===== config.mk =====
export PLATFORM = sky130hd
export DESIGN_NAME = jt10_adpcma_enc
export DESIGN_NICKNAME = d
export VERILOG_FILES = /design/src/rtl/jt10_adpcma_enc_pkg.sv /design/src/rtl/jt10_adpcma_enc_core.sv /design/src/rtl/jt10_adpcma_enc.sv
export SDC_FILE = /design/constraint.sdc
export NUM_CORES = 1
export LEC_CHECK = 0
export CAP_MARGIN = 20
export CORE_AREA = 10 10 94 158
export DETAILED_ROUTE_END_ITERATION = 8
export DIE_AREA = 0 0 104 168
export PLACE_DENSITY = 0.81
export SETUP_SLACK_MARGIN = 0.2
export SKIP_CTS_REPAIR_TIMING = 1
export SYNTH_ARGS = -nofsm -noshare
export SYNTH_HDL_FRONTEND = slang
export SYNTH_SLANG_ARGS = --single-unit

===== constraint.sdc =====
create_clock -name clk -period 9.3 [get_ports clk]
set_input_delay 1.86 -clock clk [delete_from_list [all_inputs] [get_ports clk]]
set_output_delay 1.86 -clock clk [all_outputs]
set_load 0.005 [all_outputs]

===== src/rtl/jt10_adpcma_enc_pkg.sv =====
// ADPCM-A (YM2610) encoder shared definitions.
// Holds the step-size table, the step-index adjustment table indexed by the
// 3-bit magnitude code, and the encoder FSM state encoding.
// Optional build macro used by the encoder: JT10_ADPCMA_ENC_NOWRAP_EN.
package jt10_adpcma_enc_pkg;

    localparam logic [5:0] IDX_MAX = 6'd48;

    localparam logic [10:0] STEP_TABLE [0:48] = '{
        11'd16,   11'd17,   11'd19,   11'd21,   11'd23,   11'd25,   11'd28,
        11'd31,   11'd34,   11'd37,   11'd41,   11'd45,   11'd50,   11'd55,
        11'd60,   11'd66,   11'd73,   11'd80,   11'd88,   11'd97,   11'd107,
        11'd118,  11'd130,  11'd143,  11'd157,  11'd173,  11'd190,  11'd209,
        11'd230,  11'd253,  11'd279,  11'd307,  11'd337,  11'd371,  11'd408,
        11'd449,  11'd494,  11'd544,  11'd598,  11'd658,  11'd724,  11'd796,
        11'd876,  11'd963,  11'd1060, 11'd1166, 11'd1282, 11'd1411, 11'd1552
    };

    localparam logic signed [4:0] IDX_ADJ [0:7] = '{
        -5'sd1, -5'sd1, -5'sd1, -5'sd1, 5'sd2, 5'sd5, 5'sd7, 5'sd9
    };

    typedef enum logic [2:0] {
        ST_IDLE = 3'd0,
        ST_DIFF = 3'd1,
        ST_SAR2 = 3'd2,
        ST_SAR1 = 3'd3,
        ST_SAR0 = 3'd4,
        ST_FIX  = 3'd5,
        ST_UPD  = 3'd6
    } enc_state_e;

endpackage


===== src/rtl/jt10_adpcma_enc_core.sv =====
// Decoder-mirror arithmetic for ADPCM-A, purely combinational.
// Given the current accumulator, step index and a code {sign, m}, produces
// the step size, the next accumulator (12-bit wrap, exactly as the decoder),
// the next clamped step index and a flag telling whether the decoder would
// wrap. Usable on its own as a golden decoder step.
// Ports:
//   acc     in  12  signed accumulator
//   idx     in   6  step index 0..48
//   sign    in   1  code sign bit
//   m       in   3  code magnitude
//   step    out 11  STEP_TABLE[idx]
//   acc_nxt out 12  acc + delta, modulo 2^12
//   idx_nxt out  6  clamp(idx + IDX_ADJ[m], 0, 48)
//   wraps   out  1  acc + delta falls outside -2048..2047
module jt10_adpcma_enc_core
    import jt10_adpcma_enc_pkg::*;
(
    input  logic [11:0] acc,
    input  logic [5:0]  idx,
    input  logic        sign,
    input  logic [2:0]  m,
    output logic [10:0] step,
    output logic [11:0] acc_nxt,
    output logic [5:0]  idx_nxt,
    output logic        wraps
);

    logic [14:0] dprod;
    logic [13:0] delta;
    logic [13:0] sum;
    logic [4:0]  adj;
    logic [7:0]  idx_sum;

    always_comb begin
        step    = STEP_TABLE[idx];
        // (2m+1)*step >> 3, at most 15*1552 before the shift
        dprod   = {11'd0, m, 1'b1} * {4'd0, step};
        delta   = sign ? (14'd0 - {2'b00, dprod[14:3]}) : {2'b00, dprod[14:3]};
        // 14-bit sum is wide enough to see the overflow before truncation
        sum     = {{2{acc[11]}}, acc} + delta;
        acc_nxt = sum[11:0];
        wraps   = (sum[13:11] != 3'b000) && (sum[13:11] != 3'b111);
        adj     = IDX_ADJ[m];
        idx_sum = {2'b00, idx} + {{3{adj[4]}}, adj};
        if (idx_sum[7]) begin
            idx_nxt = 6'd0;
        end else if (idx_sum > {2'b00, IDX_MAX}) begin
            idx_nxt = IDX_MAX;
        end else begin
            idx_nxt = idx_sum[5:0];
        end
    end

endmodule


===== src/rtl/jt10_adpcma_enc.sv =====
// ADPCM-A (YM2610) encoder: signed 16-bit PCM in, packed 4-bit codes out,
// two codes per byte with the first code in [7:4]. Tracks the decoder state
// bit-exactly so the stream decodes without drift.
// Optional macro JT10_ADPCMA_ENC_NOWRAP_EN: adds a FIX state that backs the
// magnitude off by one when the decoder would otherwise wrap.
// Ports:
//   clk, rst_n         clock, async active-low reset
//   cen                clock enable, all state frozen when low
//   clr                synchronous restart (priority over everything)
//   pcm_in/valid/last  sample input handshake, pcm_in[15:4] used
//   pcm_ready          sample accepted on this cen
//   byte_out/valid     packed code byte, held until byte_ready
//   byte_ready         consumer takes the byte
//   busy               FSM not idle
//   acc_out, step_idx  decoder-mirror accumulator and step index
//
// state   | meaning
// IDLE    | waiting for a sample (and a free output byte)
// DIFF    | diff = target - acc, latch sign and magnitude
// SAR2..0 | successive approximation of m, MSB first
// FIX     | (NOWRAP build only) drop m by one if the decoder would wrap
// UPD     | update acc/step index, pack the code into the output byte
module jt10_adpcma_enc
    import jt10_adpcma_enc_pkg::*;
(
    input  logic        clk,
    input  logic        rst_n,
    input  logic        cen,
    input  logic        clr,
    input  logic [15:0] pcm_in,
    input  logic        pcm_valid,
    input  logic        pcm_last,
    output logic        pcm_ready,
    output logic [7:0]  byte_out,
    output logic        byte_valid,
    input  logic        byte_ready,
    output logic        busy,
    output logic [11:0] acc_out,
    output logic [5:0]  step_idx
);

`ifdef JT10_ADPCMA_ENC_NOWRAP_EN
    localparam enc_state_e ST_AFTER_SAR = ST_FIX;
`else
    localparam enc_state_e ST_AFTER_SAR = ST_UPD;
`endif

    enc_state_e  state_q, state_d;
    logic [11:0] target_q, target_d;
    logic        last_q, last_d;
    logic        sign_q, sign_d;
    logic [11:0] mag_q, mag_d;
    logic [2:0]  m_q, m_d;
    logic [11:0] acc_q, acc_d;
    logic [5:0]  idx_q, idx_d;
    logic        phase_hi_q, phase_hi_d;
    logic [7:0]  byte_q, byte_d;
    logic        byte_valid_q, byte_valid_d;

    logic [10:0] step;
    logic [11:0] acc_nxt;
    logic [5:0]  idx_nxt;
    logic        wrap_w;
    logic [12:0] diff;
    logic [12:0] diff_neg;
    logic [2:0]  sar_bit;
    logic [2:0]  trial;
    logic [13:0] sar_prod;
    logic [3:0]  code;
    logic        pcm_ready_w;
    logic        unused_pcm_lsb;

    assign unused_pcm_lsb = ^pcm_in[3:0];

`ifndef JT10_ADPCMA_ENC_NOWRAP_EN
    logic unused_wrap;
    assign unused_wrap = wrap_w;
`endif

    jt10_adpcma_enc_core u_core (
        .acc     (acc_q),
        .idx     (idx_q),
        .sign    (sign_q),
        .m       (m_q),
        .step    (step),
        .acc_nxt (acc_nxt),
        .idx_nxt (idx_nxt),
        .wraps   (wrap_w)
    );

    // A completed byte that is not being taken this cen blocks new samples.
    assign pcm_ready_w = (state_q == ST_IDLE) && !(byte_valid_q && !byte_ready);

    always_comb begin
        state_d      = state_q;
        target_d     = target_q;
        last_d       = last_q;
        sign_d       = sign_q;
        mag_d        = mag_q;
        m_d          = m_q;
        acc_d        = acc_q;
        idx_d        = idx_q;
        phase_hi_d   = phase_hi_q;
        byte_d       = byte_q;
        byte_valid_d = byte_valid_q;

        diff     = {target_q[11], target_q} - {acc_q[11], acc_q};
        diff_neg = 13'd0 - diff;
        code     = {sign_q, m_q};

        case (state_q)
            ST_SAR2: sar_bit = 3'b100;
            ST_SAR1: sar_bit = 3'b010;
            ST_SAR0: sar_bit = 3'b001;
            default: sar_bit = 3'b000;
        endcase
        trial    = m_q | sar_bit;
        sar_prod = {11'd0, trial} * {3'd0, step};

        if (cen) begin
            if (clr) begin
                state_d      = ST_IDLE;
                acc_d        = 12'd0;
                idx_d        = 6'd0;
                m_d          = 3'd0;
                phase_hi_d   = 1'b1;
                byte_d       = 8'd0;
                byte_valid_d = 1'b0;
            end else begin
                if (byte_valid_q && byte_ready) begin
                    byte_valid_d = 1'b0;
                end
                case (state_q)
                    ST_IDLE: begin
                        if (pcm_valid && pcm_ready_w) begin
                            target_d = pcm_in[15:4];
                            last_d   = pcm_last;
                            m_d      = 3'd0;
                            state_d  = ST_DIFF;
                        end
                    end
                    ST_DIFF: begin
                        sign_d  = diff[12];
                        // |diff| <= 4095, so 12 bits always hold it
                        mag_d   = diff[12] ? diff_neg[11:0] : diff[11:0];
                        state_d = ST_SAR2;
                    end
                    ST_SAR2, ST_SAR1, ST_SAR0: begin
                        // (m*step)>>2 is monotonic in m, so MSB-first
                        // approximation yields the largest passing m.
                        if (sar_prod[13:2] <= mag_q) begin
                            m_d = trial;
                        end
                        case (state_q)
                            ST_SAR2: state_d = ST_SAR1;
                            ST_SAR1: state_d = ST_SAR0;
                            default: state_d = ST_AFTER_SAR;
                        endcase
                    end
`ifdef JT10_ADPCMA_ENC_NOWRAP_EN
                    ST_FIX: begin
                        if (wrap_w && (m_q != 3'd0)) begin
                            m_d = m_q - 3'd1;
                        end
                        state_d = ST_UPD;
                    end
`endif
                    ST_UPD: begin
                        acc_d = acc_nxt;
                        idx_d = idx_nxt;
                        if (phase_hi_q) begin
                            byte_d = {code, 4'h0};
                            if (last_q) begin
                                // odd block end: low nibble padded with zero
                                byte_valid_d = 1'b1;
                            end else begin
                                phase_hi_d = 1'b0;
                            end
                        end else begin
                            byte_d       = {byte_q[7:4], code};
                            byte_valid_d = 1'b1;
                            phase_hi_d   = 1'b1;
                        end
                        state_d = ST_IDLE;
                    end
                    default: state_d = ST_IDLE;
                endcase
            end
        end
    end

    always_ff @(posedge clk or negedge rst_n) begin
        if (!rst_n) begin
            state_q      <= ST_IDLE;
            target_q     <= 12'd0;
            last_q       <= 1'b0;
            sign_q       <= 1'b0;
            mag_q        <= 12'd0;
            m_q          <= 3'd0;
            acc_q        <= 12'd0;
            idx_q        <= 6'd0;
            phase_hi_q   <= 1'b1;
            byte_q       <= 8'd0;
            byte_valid_q <= 1'b0;
        end else begin
            state_q      <= state_d;
            target_q     <= target_d;
            last_q       <= last_d;
            sign_q       <= sign_d;
            mag_q        <= mag_d;
            m_q          <= m_d;
            acc_q        <= acc_d;
            idx_q        <= idx_d;
            phase_hi_q   <= phase_hi_d;
            byte_q       <= byte_d;
            byte_valid_q <= byte_valid_d;
        end
    end

    assign pcm_ready  = pcm_ready_w;
    assign byte_out   = byte_q;
    assign byte_valid = byte_valid_q;
    assign busy       = (state_q != ST_IDLE);
    assign acc_out    = acc_q;
    assign step_idx   = idx_q;

endmodule


; Word level (Yosys, flattened, before mapping)
; Memories as Yosys holds them, arrays and structs flattened.
; Index checks and enable logic that the tools add are counted.
[word_totals]
inputBits = 23
ramBits = 0
mem_count = 2
output_inout_bits = 29
mem_bits_ro = 744
regBits = 60
latch_bits = 0
elab_cells = 87
[memory_table]
columns = memory, depth, width, read_ports, rd_ports_with_merged_regs, wr, line
row1 = (name not given), 64, 11, 1, 0, 0, jt10_adpcma_enc_core.sv:35  ; step = STEP_TABLE[idx];
row2 = (name not given), 8, 5, 1, 0, 0, jt10_adpcma_enc_core.sv:43  ; adj = IDX_ADJ[m];
[classes]
n_reduce_logical = 18
n_mul = 2
add_sub_neg = 5
n_div = 0
shifts = 0
n_eq_ne = 7
n_mux = 33
magnitude_cmp = 4
bitwise = 4
[ops]
columns = operator, count
row1 = $mux 12, 4
row2 = $mux 6, 4
row3 = $mux 8, 3
row4 = $sub 1x12->12 const A, 2
row5 = $mux 11, 2
row6 = $pmux 3 s3, 2
row7 = $mul 4x11->15, 1
row8 = $mux 3, 5
row9 = $mul 3x11->14, 1
row10 = $sub 12x12->13, 1
row11 = $add 12x12->12, 1
row12 = $le 12x12->1, 1
row13 = $pmux 3 s2, 2
row14 = $mux 5, 2
row15 = $mux 1, 9
row16 = $add 7x5->8, 1
row17 = $gt 8x6->1 const B, 1
row18 = $reduce_and 4->1, 2
row19 = $ge 7x7->1 const B, 1
row20 = $not 6->7, 1
row21 = $eq 3x2->1 const B, 2
row22 = $eq 3x3->1 const B, 2
row23 = $reduce_and 3->1, 2
row24 = $reduce_bool 3->1, 2
row25 = 13 further kinds, 19

; Longest topological paths before layout
[depth]
word_depth = 10
mapped_depth = 33
ltp_nobuf = 32

; Modules after synthesis
; Synthesis repeated with hierarchy kept, for this count alone.
[unflattened]
hier_cells = 921
area_unflattened_um2 = 7598.5
[modules_own_cells]
columns = module, area_each_um2, instances, cells_each
row1 = jt10_adpcma_enc, 4300.4, 1, 471
row2 = jt10_adpcma_enc_core, 3298.2, 1, 450

; Worst setup path before layout
; OpenSTA, ideal clock, no wires.
[synth_timing]
path_type = reg-to-reg
from = register idx_q[1], in the netlist step_idx[1]
to = register acc_q[11], in the netlist acc_out[11]
setup_ns = 0.135
stages_incl_launch_ff = 31
arrival_time_ns = 6.996
n_path_buf = 1
setup_slack_ns = 2.169
cell_sequence = dfrtp_1 > clkbuf_1 > inv_1 > ha_1 > nand2_1 > o21ai_0 > mux4_2 > o22ai_1 > and2_1 > fa_1 > fa_1 > ha_1 > and3_1 > nand3_1 > a2111oi_1 > nor2_1 > xnor2_1 > or3_1 > or3_1 > nand2_1 > xnor2_1 > ha_1 > and3_1 > o211ai_1 > nand3_1 > nor4_1 > nor3_1 > xnor2_1 > and3_1 > mux2i_1 > o311ai_1
[synth_via]
elab_chain_len = 10
[synth_rtl]
columns = item, line
row1 = from (decl), jt10_adpcma_enc.sv:55  ; logic [5:0] idx_q, idx_d;
row2 = from (signal assigned), jt10_adpcma_enc.sv:213  ; idx_q <= idx_d;
row3 = $not 6->7 (not written as such) *, jt10_adpcma_enc_core.sv:35
row4 = $mem_v2 64x11 *, n/a
row5 = $mux 11 (not written as such) * (2 in a row), jt10_adpcma_enc_core.sv:35
row6 = $mul 4x11->15 *, jt10_adpcma_enc_core.sv:37  ; dprod = {11'd0, m, 1'b1} * {4'd0, step};
row7 = $sub 1x12->12, jt10_adpcma_enc_core.sv:38  ; delta = sign ? (14'd0 - {2'b00, dprod[14:3]}) : {2'b00, dprod[14:3]};
row8 = $mux 12 *, jt10_adpcma_enc_core.sv:38
row9 = $add 12x12->12 *, jt10_adpcma_enc_core.sv:40  ; sum = {{2{acc[11]}}, acc} + delta;
row10 = $mux 12 *, jt10_adpcma_enc.sv:133  ; case (state_q)
row11 = $mux 12 *, jt10_adpcma_enc.sv:121  ; if (clr) begin
row12 = to (signal assigned), jt10_adpcma_enc.sv:200  ; acc_q <= 12'd0;
row13 = to (signal assigned), jt10_adpcma_enc.sv:212  ; acc_q <= acc_d;
row14 = to (decl), jt10_adpcma_enc.sv:54  ; logic [11:0] acc_q, acc_d;
; Mark *: on every way between the ends. The rest lies on a longest branch, timed or not. The select of a mux whose other input is x is not followed.
; A chain may end at the register's enable or synchronous reset.

; Final worst setup path
; Same ends and word-level chain as after synthesis.

==> flow_results.xml <==
<?xml version="1.0" encoding="UTF-8"?>
<metrics>
  <group name="cells_and_area">
    <metric name="layout.nets" unit="">1056</metric>
    <metric name="fillerInstances" unit="">1052</metric>
    <metric name="drive_above_1_share" unit="">0.0575</metric>
    <metric name="mostFrequentLayoutCells" unit="">sky130_fd_sc_hd__nand2_1 (103), sky130_fd_sc_hd__ha_1 (85), sky130_fd_sc_hd__inv_1 (74)</metric>
    <metric name="layout.cells.most_common" unit="">sky130_fd_sc_hd__nand2_1</metric>
    <metric name="area_delta_synth_final" unit="%">12.6</metric>
  </group>
  <group name="worst_setup_path">
    <metric name="crit_slowest_cell" unit="">sky130_fd_sc_hd__dfrtp_1</metric>
    <metric name="timing.critical_path.to" unit="">acc_out[11]</metric>
    <metric name="critical_path.startpoint_type" unit="">flop</metric>
    <metric name="cp_max_fo" unit="">17</metric>
    <metric name="reg2reg_to" unit="">acc_out[11]</metric>
    <metric name="critical_path_arrival" unit="ns">8.48</metric>
    <metric name="timing_worst_setup_path_type" unit="">reg -&gt; reg</metric>
    <metric name="critical_path_required" unit="ns">9.50</metric>
    <metric name="reg2reg_depth" unit="">29</metric>
    <metric name="critical_path.endpoint_type" unit="">flop</metric>
    <metric name="worst_setup_startpoint" unit="">step_idx[1]</metric>
    <metric name="regToRegStartpoint" unit="">step_idx[1]</metric>
    <metric name="max_stage_delay" unit="ns">0.68</metric>
    <metric name="r2r_slack" unit="ns">1.02</metric>
  </group>
  <group name="global_route">
    <metric name="globalRouteOverflowTotal" unit="">0</metric>
    <metric name="first_global_vias" unit="">6622</metric>
    <metric name="grt_antenna_before_repair" unit="">1</metric>
    <metric name="grt_start_max_net_pins" unit="">61</metric>
    <metric name="global_route.usage.total" unit="">0.210</metric>
    <metric name="first_pass_grt_wire_length" unit="um">30700</metric>
  </group>
  <group name="yosys">
    <metric name="ys_async_sr_fraction" unit="">1.00</metric>
    <metric name="ys_warn_count" unit="">0</metric>
    <metric name="synthCells" unit="">883</metric>
    <metric name="edff_count_synth" unit="">0</metric>
    <metric name="syn_area_per_cell" unit="um2">8.26</metric>
    <metric name="post_synth_num_cell_types" unit="">68</metric>
    <metric name="synth.net_count" unit="">1022</metric>
    <metric name="synth_seq_area_share" unit="">0.206</metric>
    <metric name="synth_top_flop_cell" unit="">sky130_fd_sc_hd__dfrtp_1</metric>
    <metric name="synth-seq-cells" unit="">60</metric>
    <metric name="syn-cell-area" unit="um2">7300</metric>
  </group>
  <group name="clock_network">
    <metric name="cts_inserted_buffers" unit="">9</metric>
    <metric name="tritoncts" unit="">built</metric>
    <metric name="clkTransAtPathRegs" unit="ns">0.05</metric>
    <metric name="clock_tree.root_cell" unit="">sky130_fd_sc_hd__clkbuf_16</metric>
    <metric name="total_number_of_clock_tree_sinks" unit="">60</metric>
    <metric name="cts.path.max_buffers" unit="">2</metric>
    <metric name="insertion_delay_to_the_later_sink_of_the_worst_skew_pair" unit="ns">0.34</metric>
    <metric name="cts_max_level" unit="">3</metric>
  </group>
  <group name="routing">
    <metric name="route.detailed.wl_per_inst" unit="um">16.9</metric>
    <metric name="drc" unit="">0</metric>
    <metric name="drt_iter0_markers" unit="">338</metric>
    <metric name="vias_per_cell" unit="">5.98</metric>
    <metric name="route.final.wire_length" unit="um">18400</metric>
    <metric name="routed-via-count" unit="">6527</metric>
    <metric name="drtPass1Iterations" unit="">5</metric>
    <metric name="ant_nets" unit="">0</metric>
  </group>
  <group name="placed_design">
    <metric name="gp_routability_congestion" unit="">0.948</metric>
    <metric name="port_buffers" unit="">47</metric>
    <metric name="detailedPlacementHpwl" unit="um">14600</metric>
  </group>
  <group name="hold_path">
    <metric name="timing.hold.worst.class" unit="">reg -&gt; reg</metric>
  </group>
  <group name="sta">
    <metric name="worst-slew-pin-transition" unit="ns">1.06</metric>
    <metric name="layout_worst_path_cycle_share" unit="">0.890</metric>
    <metric name="rsz0062_at_grt" unit="">no</metric>
    <metric name="finalSetupViolations" unit="">0</metric>
    <metric name="timing.hold.ws" unit="ns">0.474</metric>
    <metric name="min_period" unit="ns">8.28</metric>
    <metric name="timing.final.hold_violations" unit="">0</metric>
    <metric name="final.setup.tns" unit="ns">0</metric>
    <metric name="timing.clock.skew" unit="ns">0.00772</metric>
    <metric name="timing_max_transition_violations_final" unit="">0</metric>
    <metric name="fmax" unit="GHz">0.121</metric>
    <metric name="headroom_to_the_max_slew_limit" unit="">0.296</metric>
  </group>
  <group name="floorplanning">
    <metric name="initial_core_util" unit="">0.593</metric>
    <metric name="floorplan.rows" unit="">54</metric>
    <metric name="die_width" unit="um">104</metric>
    <metric name="fp.coreArea" unit="um2">12300</metric>
    <metric name="ioPinCount" unit="">52</metric>
    <metric name="floorplan.die_area" unit="um2">17500</metric>
    <metric name="chipHeight" unit="um">168</metric>
  </group>
  <group name="pwr">
    <metric name="peakVddDrop" unit="V">0.000217</metric>
    <metric name="power_density" unit="nW/um2">200</metric>
    <metric name="total_leakage_power" unit="nW">3.73</metric>
  </group>
  <group name="outcome">
    <metric name="run_status" unit="">complete, no violations</metric>
  </group>
  <group name="run">
    <metric name="max_cap_viol_count" unit="">0</metric>
  </group>
</metrics>
==> critical path: cells and delay by family (launching register included) <==
| kind | cells | cell delay [ns] |
|---|---|---|
| and+or+nand+nor | 13 | 2.63 |
| adders and majority gates | 5 | 2.12 |
| AOI/OAI and AO/OA | 5 | 1.37 |
| DFF | 1 | 0.68 |
| muxes | 2 | 0.59 |
| xor gates and xnor gates | 3 | 0.43 |
| buffers and inverters | 1 | 0.30 |
==> worst min-delay path by stage <==
stage,end,startpoint,depth (start not counted),slack [ns]
floorplan,mag_q[10],mag_q[10],2,0.45
global placement,mag_q[10],mag_q[10],2,0.46
detailed placement,mag_q[1],mag_q[1],2,0.47
CTS,mag_q[2],mag_q[2],2,0.48
global route,mag_q[2],mag_q[2],2,0.51
finish,mag_q[2],mag_q[2],2,0.47
==> state kept, by name (all words and copies together), names as in the netlist <==
| signal | count |
|---|---|
| byte_valid | 1 |
| target_q | 12 |
| last_q | 1 |
| m_q | 3 |
| phase_hi_q | 1 |
| step_idx | 6 |
| acc_out | 12 |
| state_q | 3 |
| mag_q | 12 |
| sign_q | 1 |
| byte_out | 8 |
==> cell usage after synthesis, drive strengths merged, types with 6 or more instances <==
library cell / count / share of area
or3: 11 / 0.0094
clkbuf: 27 / 0.014
and2: 30 / 0.026
fa: 31 / 0.085
o21bai: 7 / 0.0072
xor2: 17 / 0.020
a21oi: 46 / 0.032
nand2b: 26 / 0.022
nor2: 55 / 0.028
mux2: 17 / 0.026
nor3: 24 / 0.016
a21o: 9 / 0.0093
nor2b: 14 / 0.012
o21ai: 60 / 0.041
a22oi: 6 / 0.0062
a211oi: 10 / 0.010
nand2: 105 / 0.055
dfrtp: 59 / 0.20
o21a: 9 / 0.0093
o22ai: 8 / 0.0069
o211ai: 7 / 0.0072
ha: 85 / 0.15
xnor2: 37 / 0.044
o31ai: 11 / 0.011
a31oi: 8 / 0.0089
inv: 74 / 0.038
==> report_power, final <==
| group | internal, mW | leakage, nW | switching (mW) | total, mW |
|---|---|---|---|---|
| clock | 0.221 | 0.149 | 0.120 | 0.341 |
| combinational | 0.397 | 2.79 | 0.500 | 0.897 |
| sequential | 0.331 | 0.788 | 0.0757 | 0.407 |
| total | 0.949 | 3.73 | 0.696 | 1.64 |
==> per-stage QoR <==
stage	instances	utilization	power, mW	setup slack (ns)	area, um2
after detailed placement	1073	0.642	1.29	1.19	7890
final	1091	0.668	1.64	1.02	8210
after global routing	1091	0.668	1.79	0.538	8210
after global placement	1072	0.641	1.26	1.24	7890
after floorplan	883	-	1.09	2.17	7300
after CTS	1089	0.667	1.64	1.05	8200
==> per-layer routing <==
| layer | share of wire | GRT usage | vias to the layer above | routed length [um] |
|---|---|---|---|---|
| met3 | 0.040 | 0.0344 | 61 | 729 |
| li1 | - | - | 3171 | - |
| met1 | 0.37 | 0.206 | 3119 | 6770 |
| met4 | 0.063 | 0.145 | 0 | 1150 |
| met2 | 0.53 | 0.391 | 176 | 9750 |
| met5 | 0 | 0 | - | 0 |
==> kinds of logic (layout without fill, tap and decap cells) <==
group / Yosys count / count (layout) / share of synthesized area
AND/OR/NAND/NOR: 297 / 297 / 0.198
other: 0 / 1 / 0
buffers and inverters: 107 / 146 / 0.0561
multiplexers: 21 / 21 / 0.0334
flip-flops: 60 / 60 / 0.206
XOR/XNOR: 54 / 54 / 0.0648
adder cells (fa/ha/maj): 116 / 116 / 0.231
AO/OA/AOI/OAI: 228 / 228 / 0.211
==> final cells by class <==
cell class                 instances  area [um2]  area share
sequential                        60        1500       0.183
multi-input combinational        716        5390       0.656
timing repair buffer              53         518      0.0631
clock buffer                      12         256      0.0312
tap                              168         210      0.0256
antenna                            1        2.50    0.000305
clock inverter                     4        47.5     0.00579
inverter                          77         289      0.0352
Power figures use the tool's default switching activity.
